<file path="src/rtl/add_seq_pkg.sv">
// Shared types for the slice-serial wide adder: slice width, FSM states, slice type.
package add_seq_pkg;

  localparam int SLICE_W = 8;

  typedef enum logic [1:0] {
    IDLE = 2'd0,
    RUN  = 2'd1,
    DONE = 2'd2
  } add_seq_state_t;

  typedef logic [SLICE_W-1:0] slice_t;

endpackage

</file>
<file path="src/rtl/add8_slice.sv">
// Combinational 8-bit adder slice with carry-in/carry-out; the only adder in the sequencer.
module add8_slice
  import add_seq_pkg::*;
(
  input  slice_t a,
  input  slice_t b,
  input  logic   cin,
  output slice_t sum,
  output logic   cout
);

  assign {cout, sum} = {1'b0, a} + {1'b0, b} + {{SLICE_W{1'b0}}, cin};

endmodule

</file>
<file path="src/rtl/add_seq_ctrl.sv">
// Slice-serial wide adder: one 8-bit slice per cycle through a shared add8_slice,
// with the slice carry registered between cycles. valid/ready on both sides.
// Optional macro ADD_SUB_EN adds a 'sub' input selecting A-B (two's complement).
module add_seq_ctrl
  import add_seq_pkg::*;
#(
  parameter int WORDS = 4
) (
  input  logic                   clk,
  input  logic                   rst_n,
  input  logic                   in_valid,
  output logic                   in_ready,
  input  logic [8*WORDS-1:0]     a,
  input  logic [8*WORDS-1:0]     b,
  input  logic                   cin,
`ifdef ADD_SUB_EN
  input  logic                   sub,
`endif
  output logic                   out_valid,
  input  logic                   out_ready,
  output logic [8*WORDS-1:0]     sum,
  output logic                   cout,
  output logic                   busy
);

  localparam int IW = (WORDS > 1) ? $clog2(WORDS) : 1;
  localparam logic [IW-1:0] LAST_IDX = IW'(WORDS - 1);

  add_seq_state_t          state;
  logic [IW-1:0]           idx;
  logic                    carry;
  slice_t [WORDS-1:0]      a_r;
  slice_t [WORDS-1:0]      b_r;
  slice_t [WORDS-1:0]      sum_r;
  logic                    cout_r;
  logic                    out_valid_r;

  slice_t                  s_sum;
  logic                    s_cout;

  // Operand B and the carry seed as they should be latched on accept; for
  // subtraction B is inverted once here so the slice always just adds.
  logic [8*WORDS-1:0]      b_eff;
  logic                    carry_seed;

`ifdef ADD_SUB_EN
  assign b_eff      = sub ? ~b : b;
  assign carry_seed = sub ? 1'b1 : cin;
`else
  assign b_eff      = b;
  assign carry_seed = cin;
`endif

  add8_slice u_slice (
    .a    (a_r[idx]),
    .b    (b_r[idx]),
    .cin  (carry),
    .sum  (s_sum),
    .cout (s_cout)
  );

  // Sequencer: accept operands, walk the slices low to high, then hold the result until taken.
  always_ff @(posedge clk or negedge rst_n) begin
    if (!rst_n) begin
      state       <= IDLE;
      idx         <= '0;
      carry       <= 1'b0;
      a_r         <= '0;
      b_r         <= '0;
      sum_r       <= '0;
      cout_r      <= 1'b0;
      out_valid_r <= 1'b0;
    end else begin
      case (state)
        IDLE: begin
          if (in_valid) begin
            a_r   <= a;
            b_r   <= b_eff;
            carry <= carry_seed;
            idx   <= '0;
            state <= RUN;
          end
        end
        RUN: begin
          sum_r[idx] <= s_sum;
          carry      <= s_cout;
          if (idx == LAST_IDX) begin
            cout_r      <= s_cout;
            out_valid_r <= 1'b1;
            idx         <= '0;
            state       <= DONE;
          end else begin
            idx <= idx + IW'(1);
          end
        end
        DONE: begin
          if (out_ready) begin
            out_valid_r <= 1'b0;
            state       <= IDLE;
          end
        end
        default: state <= IDLE;
      endcase
    end
  end

  assign in_ready  = (state == IDLE);
  assign busy      = (state != IDLE);
  assign out_valid = out_valid_r;
  assign sum       = sum_r;
  assign cout      = cout_r;

endmodule

</file>
<file path="config.mk">
export PLATFORM = sky130hd
export DESIGN_NAME = add_seq_ctrl
export DESIGN_NICKNAME = d
export VERILOG_FILES = /design/src/rtl/add_seq_pkg.sv /design/src/rtl/add8_slice.sv /design/src/rtl/add_seq_ctrl.sv
export SDC_FILE = /design/constraint.sdc
export NUM_CORES = 1
export LEC_CHECK = 0
export ABC_AREA = 0
export CORE_ASPECT_RATIO = 1.4
export CORE_UTILIZATION = 60
export CTS_BUF_LIST = sky130_fd_sc_hd__clkbuf_8 sky130_fd_sc_hd__clkbuf_16
export DETAILED_ROUTE_END_ITERATION = 8
export DONT_BUFFER_PORTS = 1
export GPL_TIMING_DRIVEN = 1
export PLACE_DENSITY = 0.76
export REMOVE_ABC_BUFFERS = 1
export SLEW_MARGIN = 20
export SYNTH_ARGS = -nofsm -noshare
export SYNTH_HDL_FRONTEND = slang
export SYNTH_SLANG_ARGS = --single-unit
</file>
<file path="constraint.sdc">
create_clock -name clk -period 2.9 [get_ports clk]
set_input_delay 0.725 -clock clk [delete_from_list [all_inputs] [get_ports clk]]
set_output_delay 0.725 -clock clk [all_outputs]
set_load 0.02 [all_outputs]
</file>
==> results list <==
* Fin Clk Skew: 0.0126 ns
- Derived from the worst setup path, the maximum achievable clock frequency is 367 MHz.
- Wirelength per Cell: 19.6 um
- The die is 106 um tall.
* Gate count of the mapped netlist: 331
* Wire length of the first global-routing pass: 13.9 mm
* Detailed-router iteration count before antenna repair: 4
- The clock net in this run drives a total of 103 sinks.
- STA classifies the critical path endpoint as a flip-flop.
- The floorplan step defined a die boundary enclosing 0.00806 mm2.
- The flow ran to the end, and the final reports show no timing, DRC or antenna violations.
- Setup violators final: 0
- Highest routed metal layer: met4
- The number of setup buffers added after CTS is 0.
* Core box area: 0.00741 mm2
- Number of buffers inserted by hold repair at cts: 0
- Clock latency on the worst-skew pair, taken at its later pin, is 0.37 ns.
- The die is 76.2 um wide.
- The area growth from synthesis to layout is 6.12%.
- Total of max-cap violations: 0
- Measured against its own limit, the worst slew margin works out to 63.9%.
* Depth of the CTS H-tree: 3
- In the final layout, flip-flops and latches occupy 0.00258 mm2.
- In the routed design, unresolved DRC markers number 0.
- The via count of the first global-routing pass is 2796.
- For this block, the initial DRC count from the detailed router was 112.
- Register clock-pin slew on the reported worst setup and hold paths: 0.10 ns
- Wires add up to 8.44 mm.
- Final weighted congestion in routability-driven placement: 0.789
- The clock period could shrink to 2.72 ns.
- Clk root buf: clkbuf_8
- At the worst endpoint, the required time is 3.13 ns.
- Kind of path behind the tightest hold check: in -> async
- In this run the worst path has a maximum fanout of 4.
- Syn Area/Cell: 14.0 um2
* Pin count of the biggest net entering global routing: 104
- The initialized floorplan defines 37 standard-cell rows.
* Antenna Nets Post-Route: 0
- Part of the cycle the worst path needs: 93.9%
- The synthesized design contains 103 register bits.
- The post-route netlist has 32.6% of its cells at a drive strength greater than 1.
- The cell area that synthesis handed to floorplanning was 0.00462 mm2.
- Fillers: 539
- Initial Util: 62.4%
- TritonCTS buffer count: 9
- Setup Crit Path Kind: reg -> reg
- Global routing finished with a remaining overflow of 0.
* Fin nets: 411
- Across all layers, the routed design uses 2566 vias.
- All-layer global routing usage: 22.6%
* Metal1 wirelength: 3.34 mm
- Sequential cells were found to cover 55.8% of the synthesized design area.
- DP Wirelength: 6.01 mm
- TritonCTS built the clock tree.
* Footprint of the multi-input gates: 0.00192 mm2
- Arrival @ worst endpoint: 2.96 ns
- The worst setup path is launched from a flip-flop.
- Hold timing on the final database bottoms out at a slack of 0.0364 ns.
* Antenna diode count: 0
- Yosys Warn Count: 0
* Buffer levels on the longest clock path: 2
- At the pin with the least slew margin, the transition time is 0.539 ns.
* Hold Fails Final Rpt: 0
- Initial antenna violation count: 0
- In the routed layout, each cell is associated on average with a via count of 5.95.
- Setup repair after global routing left no endpoint under its margin.
- Top-Level Pins: 105
* Routed wire length on met3: 579 um
* Met2 routed wirelength: 4.34 mm
- Synthesis instantiated 30 different standard cells from the library.
- Port buffering added 0 buffers.
- Number of max-slew violations in the final report: 0
## logic make-up after synthesis
| family | after synthesis | share of synthesized area, % |
|---|---|---|
| adders and majority gates | 13 | 3.85 |
| muxes | 84 | 25.7 |
| AOI/OAI and AO/OA | 52 | 6.20 |
| buffers and inverters | 25 | 3.03 |
| and+or+nand+nor | 48 | 4.33 |
| xor gates and xnor gates | 6 | 1.14 |
| DFF | 103 | 55.8 |
## cell usage in the layout (no fill, tap or decap), types with 2 or more instances in the layout
master,n
buf_4,2
mux2_4,16
xor2_1,4
o211ai_1,3
fa_1,2
nand2_1,39
o31ai_1,2
mux4_2,16
clkinvlp_4,2
a21oi_1,4
a21o_1,2
inv_1,9
clkbuf_8,11
nor2b_1,2
nor2_2,2
dfrtp_1,103
ha_1,11
o21ai_0,35
nor2_1,2
mux2_2,52
## registers in the layout (all words and copies together) (netlist names)
register,flops
carry,1
state,2
cout,1
a_r,32
sum,32
b_r,32
out_valid,1
idx,2
## through the flow
| step | TNS [ns] | setup slack (ns) | utilization [%] | instance area (um2) | cells |
|---|---|---|---|---|---|
| 6_report | 0 | 0.177 | 66.2 | 4900 | 431 |
| 5_1_grt | 0 | 0.0171 | 66.2 | 4900 | 431 |
| 4_1_cts | 0 | 0.119 | 65.9 | 4880 | 431 |
| 3_5_place_dp | 0 | 0.162 | 63.1 | 4670 | 415 |
| 3_3_place_gp | 0 | 0.246 | 63.1 | 4670 | 415 |
| 2_1_floorplan | -0.746 | -0.0952 | - | 4510 | 314 |
## layer usage
metal / track usage [%] / vias to the layer above
met3: 6.41 / 14
met4: 9.48 / 0
li1: - / 1168
met5: 0 / -
met2: 38.7 / 89
met1: 26.6 / 1295
## cells in the mapped netlist (all sizes together)
master	count	area [um2]
buf	15	103
a21o	2	15.0
a22oi	1	7.51
o21ai	36	180
o21bai	1	7.51
nor3	1	5.00
a31oi	1	6.26
a211oi	1	7.51
nor2b	2	12.5
inv	8	30.0
nor2	4	20.0
xnor2	2	17.5
o31ai	2	15.0
ha	11	138
nand2	39	146
mux4	16	360
dfrtp	103	2580
and2	1	8.76
mux2	68	826
o211ai	3	22.5
or2b	1	7.51
clkbuf	2	7.51
a21oi	5	25.0
fa	2	40.0
xor2	4	35.0
## critical path, cell delays in order (launching register included)
cell	delay, ns
dfrtp_1	0.47
mux4_2	0.55
fa_1	0.47
inv_1	0.10
fa_1	0.20
nor2b_1	0.07
nor3_1	0.12
o21ai_0	0.19
a31oi_1	0.29
o21ai_0	0.12
## area by class of cell
class / count / share of cell area (%)
sequential: 103 / 52.6
multi-input combinational: 203 / 39.1
clock buffer: 11 / 3.09
tap: 97 / 2.48
clock inverter: 5 / 1.17
timing repair buffer: 4 / 0.944
inverter: 8 / 0.612
## final timing paths
check | depth (start not counted) | start | slack (ns) | to
worst max-delay path | 9 | idx[0] | 0.18 | cout
worst min-delay path | 0 | rst_n | 0.04 | sum[8]
worst max register to register | 9 | idx[0] | 0.18 | cout
worst min register to register | 1 | b_r[5] | 0.51 | b_r[5]
max in group asynchronous | 0 | rst_n | 2.67 | sum[3]
min in group clk | 1 | b[18] | 0.50 | b_r[18]
## what timing repair did
| action | 4_1_cts | 5_1_grt |
|---|---|---|
| resized for setup | 0 | 4 |
| setup endpoints to repair | 0 | 12 |
| hold endpoints to repair | 0 | 0 |
Power is left out: the tool's default activity adds up to more than one toggle a clock period on the data nets, which glitch-free logic cannot reach.
